**config.mk**
```make
export PLATFORM = sky130hd
export DESIGN_NAME = conv_layer_sched
export DESIGN_NICKNAME = d
export VERILOG_FILES = /design/src/rtl/acc_pkg.sv /design/src/rtl/sched_watchdog.sv /design/src/rtl/conv_layer_sched.sv
export SDC_FILE = /design/constraint.sdc
export NUM_CORES = 1
export LEC_CHECK = 0
export BUFFER_PORTS_ARGS = -buffer_cell sky130_fd_sc_hd__buf_4
export CAP_MARGIN = 20
export CELL_PAD_IN_SITES_DETAIL_PLACEMENT = 1
export CELL_PAD_IN_SITES_GLOBAL_PLACEMENT = 1
export CORE_MARGIN = 2
export CORE_UTILIZATION = 43
export DETAILED_ROUTE_END_ITERATION = 10
export GPL_ROUTABILITY_DRIVEN = 0
export PLACE_DENSITY = 0.9
export RECOVER_POWER = 50
export SLEW_MARGIN = 5
export SYNTH_ARGS = -nofsm -noshare
export SYNTH_HDL_FRONTEND = slang
export SYNTH_SLANG_ARGS = --single-unit
```
**constraint.sdc**
```tcl
create_clock -name clk -period 6.64 [get_ports clk]
set_clock_uncertainty 0.2 [all_clocks]
set_input_delay 0.332 -clock clk [delete_from_list [all_inputs] [get_ports clk]]
set_output_delay 0.332 -clock clk [all_outputs]
set_load 0.02 [all_outputs]
```
**src/rtl/acc_pkg.sv**
```systemverilog
// Shared definitions for the conv accelerator scheduler: state encoding,
// DMA opcodes and default widths.
package acc_pkg;

  typedef enum logic [2:0] {
    S_IDLE,
    S_WLOAD,
    S_ILOAD,
    S_CONV,
    S_WB,
    S_NEXT,
    S_ERR
  } sched_state_t;

  localparam logic [1:0] DMA_OP_WLOAD = 2'd0;
  localparam logic [1:0] DMA_OP_ILOAD = 2'd1;
  localparam logic [1:0] DMA_OP_WB    = 2'd2;

  localparam int LAYER_W_DEF = 4;
  localparam int ADDR_W_DEF  = 32;
  localparam int TMO_W_DEF   = 20;

  // States in which the scheduler is waiting on an external party.
  function automatic logic is_wait_state(sched_state_t s);
    return (s == S_WLOAD) || (s == S_ILOAD) || (s == S_CONV) || (s == S_WB);
  endfunction

  function automatic logic is_dma_state(sched_state_t s);
    return (s == S_WLOAD) || (s == S_ILOAD) || (s == S_WB);
  endfunction

  function automatic logic is_busy_state(sched_state_t s);
    return (s != S_IDLE) && (s != S_ERR);
  endfunction

endpackage

```
**src/rtl/sched_watchdog.sv**
```systemverilog
// Wait-state watchdog: counts enabled cycles since the last clear and flags
// the cycle whose count completes 2**TMO_W-1 cycles.
module sched_watchdog
  import acc_pkg::*;
#(
  parameter int TMO_W = TMO_W_DEF
) (
  input  logic clk,
  input  logic rst,
  input  logic clr,
  input  logic en,
  output logic expired
);

  localparam logic [TMO_W-1:0] LAST = TMO_W'(2**TMO_W - 2);

  logic [TMO_W-1:0] cnt;

  always_ff @(posedge clk) begin
    if (rst || clr) begin
      cnt <= '0;
    end else if (en) begin
      cnt <= cnt + 1'b1;
    end
  end

  // Asserted while the current cycle brings the count to its limit.
  assign expired = en && (cnt == LAST);

endmodule

```
**src/rtl/conv_layer_sched.sv**
```systemverilog
// Per-job layer sequencer: weight/imap loads, MAC-array start, output
// writeback, repeated for a programmed number of layers.
module conv_layer_sched
  import acc_pkg::*;
#(
  parameter int LAYER_W = LAYER_W_DEF,
  parameter int ADDR_W  = ADDR_W_DEF,
  parameter int TMO_W   = TMO_W_DEF
) (
  input  logic               clk,
  input  logic               rst,
  input  logic               job_start,
  input  logic               job_abort,
  input  logic [LAYER_W-1:0] cfg_num_layer,
  input  logic [ADDR_W-1:0]  cfg_wbase,
  input  logic [ADDR_W-1:0]  cfg_wstride,
  input  logic [ADDR_W-1:0]  cfg_ibase,
  input  logic [ADDR_W-1:0]  cfg_obase,
  output logic               dma_req,
  output logic [1:0]         dma_op,
  output logic [ADDR_W-1:0]  dma_addr,
  input  logic               dma_ack,
  output logic               conv_start,
  input  logic               conv_done,
  output logic [LAYER_W-1:0] layer_idx,
  output logic               busy,
  output logic               job_done,
  output logic               err_tmo
);

  sched_state_t       state, state_nx;
  logic [LAYER_W-1:0] num_layer;
  logic [ADDR_W-1:0]  waddr, wstride, ibase, obase;
  logic               ack_ok, accept, last_layer, advance;
  logic               wd_expired;

  // An ack only counts against an outstanding request.
  assign ack_ok     = dma_ack && dma_req;
  assign accept     = (state == S_IDLE) && job_start && !job_abort;
  assign last_layer = (layer_idx == num_layer - 1'b1);
  assign advance    = (state == S_NEXT) && !job_abort && !last_layer;

  sched_watchdog #(.TMO_W(TMO_W)) u_watchdog (
    .clk     (clk),
    .rst     (rst),
    .clr     (state_nx != state),
    .en      (is_wait_state(state)),
    .expired (wd_expired)
  );

  always_comb begin
    state_nx = state;
    if (job_abort && (state != S_IDLE)) begin
      state_nx = S_IDLE;
    end else begin
      unique case (state)
        S_IDLE:  if (job_start && (cfg_num_layer != '0)) state_nx = S_WLOAD;
        S_WLOAD: if (ack_ok) state_nx = (layer_idx == '0) ? S_ILOAD : S_CONV;
        S_ILOAD: if (ack_ok) state_nx = S_CONV;
        S_CONV:  if (conv_done) state_nx = S_WB;
        S_WB:    if (ack_ok) state_nx = S_NEXT;
        S_NEXT:  state_nx = last_layer ? S_IDLE : S_WLOAD;
        S_ERR:   if (job_start) state_nx = S_IDLE;
        default: state_nx = S_IDLE;
      endcase
      // Progress in the same cycle beats the watchdog.
      if (wd_expired && (state_nx == state)) state_nx = S_ERR;
    end
  end

  always_ff @(posedge clk) begin
    if (rst) begin
      state      <= S_IDLE;
      layer_idx  <= '0;
      busy       <= 1'b0;
      job_done   <= 1'b0;
      conv_start <= 1'b0;
      dma_req    <= 1'b0;
      err_tmo    <= 1'b0;
    end else begin
      state      <= state_nx;
      busy       <= is_busy_state(state_nx);
      job_done   <= (accept && (cfg_num_layer == '0)) ||
                    ((state == S_NEXT) && last_layer && !job_abort);
      conv_start <= (state_nx == S_CONV) && (state != S_CONV);
      // Clearing on the ack forces one idle cycle before the next request.
      dma_req    <= is_dma_state(state_nx) && !ack_ok;
      if (accept) begin
        layer_idx <= '0;
        err_tmo   <= 1'b0;
      end else if (advance) begin
        layer_idx <= layer_idx + 1'b1;
      end
      if ((state_nx == S_ERR) && (state != S_ERR)) err_tmo <= 1'b1;
    end
  end

  // Weight address is accumulated per layer instead of multiplied.
  always_ff @(posedge clk) begin
    if (accept) begin
      num_layer <= cfg_num_layer;
      waddr     <= cfg_wbase;
      wstride   <= cfg_wstride;
      ibase     <= cfg_ibase;
      obase     <= cfg_obase;
    end else if (advance) begin
      waddr <= waddr + wstride;
    end
  end

  always_comb begin
    dma_op   = DMA_OP_WLOAD;
    dma_addr = '0;
    case (state)
      S_WLOAD: dma_addr = waddr;
      S_ILOAD: begin
        dma_op   = DMA_OP_ILOAD;
        dma_addr = ibase;
      end
      S_WB: begin
        dma_op   = DMA_OP_WB;
        dma_addr = obase;
      end
      default: ;
    endcase
  end

endmodule

```
==> metrics.md <==
| Metric | Value |
|---|---|
| DR vias/cell | `around 5.8` |
| CTS Root Cell | `clkbuf_16` |
| CP Capture Type | `register` |
| Maximum fanout along the worst path | `56` |
| Largest area contributor in the netlist | `edfxtp_1` |
| Post-synthesis register bit count | `about 160` |
| DR DRC count | `0` |
| Synth Cell Area | `between 8000 and 9000 um2` |
| Period utilization | `70.4%` |
| Most frequent cell after synthesis | `edfxtp_1` |
| Endpoints failing setup | `0` |
| Clk buf depth | `2` |
| Slew HR | `-38.6%` |
| Nets | `roughly 1.2k` |
| Post-synth EDFFs | `between 100 and 150` |
| TritonCTS Sinks | `about 160` |
| Fraction of layout cells with a size suffix above 1 | `19.9%` |
| Fmax | `around 0.21 GHz` |
| Failing checks | `max-capacitance violations, max-slew violations` |
| Row count | `50` |
| Via Count | `roughly 7.5k` |
| Register area | `around 4600 um2` |
| Vias in the first global route | `7974` |
| RSZ-0062 raised after global routing | `no` |
| Remaining Overflow, GRT | `0` |
| R2R Path Start | `state[2]` |
| Post-Syn Nets | `929` |
| Crit path largest cell delay | `1.37 ns` |
| Slew Viols, Final | `between 60 and 70` |
| Leakage | `approximately 4.4 nW` |
| Cell variety after synth | `a little over 60` |
| PwrDens | `approximately 240 nW/um2` |
| Core area | `18800 um2` |
| Initial Util | `43.9%` |
| CTS clk-pin slew, worst paths | `around 0.070 ns` |
| Clock latency on the worst-skew pair | `roughly 0.43 ns` |
| Max-cap violations | `2` |
| Area of the multi-input gates | `3420 um2` |
| GRT Resource Usage Total | `between 20% and 30%` |
| Worst hold path class | `input port to register` |
| Final ANT Viol Nets | `0` |
| Hold Startpoint | `cfg_wbase[7]` |
| DIE AREA | `about 20000 um2` |
| I/O pin total | `around 180` |
| Post-Route WL | `30000 um` |
| HPWL Detailed | `about 18000 um` |
| # fillers | `roughly 2k` |
| Total negative slack | `0 ns` |
| Top cell type's share of synthesized area | `between 40% and 50%` |
| Run status | `finished, violations left` |
| DIE WIDTH | `between 100 and 150 um` |
| DR pass1 iterations | `5` |
| Util after Layout | `60.8%` |
| Initial antenna violation count | `2` |
| Async set-reset flop share out of synthesis | `0%` |
| Mapped Avg Cell Area | `about 11 um2` |
| Pwr Total | `2.79 mW` |
| Worst setup startpoint | `state[2]` |
| Min Tclk post-route | `around 4.7 ns` |
| Crit-path slowest cell | `clkbuf_1` |
| Most instantiated cells after synthesis | `132 x edfxtp_1, 77 x nand2_1, 66 x nor2_1, 66 x o21ai_0, 47 x a21oi_1` |
| CTS buffer count | `17` |
| Htree depth | `4` |
| Worst path bufs/invs | `3` |
| Worst-Margin Slew | `~2.1 ns` |
| Worst Setup Start Kind | `register` |
| # port buffers | `180` |
| WS Path Type | `register to register` |
| Delay-heaviest family, CP | `buffers and inverters` |
| Mapped Cells | `roughly 750` |
| Synth area leaders | `edfxtp_1 48%, dfxtp_1 7.8%, ha_1 5.5%, o21ai_0 4.0%, xor2_1 3.6%` |
| Layout area overhead | `38.6%` |
| Worst vdd rail ir drop | `192 uV` |
| DRT iter0 DRCs | `around 520` |
| First-pass GRT wire length | `45300 um` |
| Seq/Total Area, Yosys | `between 50% and 60%` |
| Gates resized, CTS repair | `0` |
| Worst EP required | `between 6 and 7 ns` |
| Largest net degree at the start of global routing | `just over 60` |
| Die height | `142 um` |
| Synthesis warning total | `0` |
| Sequence of cells on the critical path | `nor2_1 > nand3_1 > clkbuf_1 > inv_4 > buf_4 > a21oi_1 > o211ai_1` |
| Routed len/inst | `23.3 um` |
| Hold Violations, Final | `0` |
| CTS tree | `built` |
| Synth Flop Type | `edfxtp_1` |
| Crit path DAT | `4.64 ns` |
cell type report:
type	instances	share of cell area [%]
tap	234	2.57
antenna	1	0.0219
sequential	164	40.3
inverter	19	0.647
timing repair buffer	300	21.5
multi-input combinational	536	29.9
clock buffer	25	4.44
clock inverter	7	0.581
layout by cell type (no fill, tap or decap), drive strengths merged, types with 4 or more instances in the layout:
cell           n
clkbuf       137
edfxtp       132
dlygate4sd3  112
nand2         77
buf           76
nor2          67
o21ai         66
a21oi         47
ha            36
xor2          34
a22oi         32
dfxtp         32
xnor2         23
inv           22
nand3         16
nor3          14
a21o          13
nand4          8
nand2b         8
a31oi          8
a211oi         7
and3           6
nor2b          6
or3            5
o211ai         5
nor4           5
o2111ai        4
and2           4
flip-flops by register name, indices dropped and copies added, names as in the netlist:
register	cells
ibase	32
obase	32
waddr	32
wstride	32
u_watchdog.cnt	20
layer_idx	4
num_layer	4
state	3
busy	1
conv_start	1
dma_req	1
err_tmo	1
job_done	1
metal layers:
metal | vias to the layer above | track usage (%) | share of wire (%)
met2 | 343 | 52.0 | 51
met3 | 90 | 5.92 | 5.8
met4 | 2 | 15.5 | 4.7
li1 | 3368 | - | -
met5 | - | 0 | 0.043
met1 | 3670 | 35.0 | 38
worst paths after layout:
check / end / slack, ns / cells after the start
worst max-delay path: waddr[23] / 1.97 / 7
worst min register to register: err_tmo / 0.26 / 2
worst max register to register: waddr[23] / 1.97 / 7
worst min-delay path: waddr[7] / 0.02 / 3
metrics by stage:
stage | hold WS, ns | cells | setup WS (ns) | area (um2)
final | 0.0181 | 1286 | 1.97 | 11400
after global routing | 0.0183 | 1286 | 1.75 | 11400
after CTS | 0.00239 | 1285 | 2.65 | 11500
after detailed placement | 0.258 | 1141 | 2.76 | 9800
after global placement | 0.243 | 1141 | 2.86 | 9800
after floorplan | 0.204 | 754 | 1.98 | 8240
kinds of logic (layout without fill, tap and decap cells):
logic type / count (synthesis) / in the layout / share of synthesized area [%]
AO/OA/AOI/OAI: 206 / 206 / 15.6
XOR/XNOR: 57 / 57 / 6.29
adder cells (fa/ha/maj): 37 / 37 / 5.71
buffers and inverters: 54 / 351 / 2.70
flip-flops: 164 / 164 / 55.9
multiplexers: 5 / 5 / 0.638
other: 0 / 1 / 0
AND/OR/NAND/NOR: 231 / 231 / 13.2
worst min-delay path, cell delays in order:
cell	delay, ns
buf_4	0.08
nand2_1	0.06
o31ai_1	0.06
power breakdown:
group | internal (mW) | switching [mW] | total (mW)
Combinational | 0.252 | 0.325 | 0.577
Clock | 0.569 | 0.412 | 0.981
Sequential | 1.19 | 0.0442 | 1.24
repair_timing:
action                                  4_1_cts  5_1_grt
hold buffers                                112        0
endpoints found under the setup margin        0        0
endpoints found under the hold margin       114        0
buffers inserted                              0        0
No activity file was read; power rests on OpenSTA's default activity.
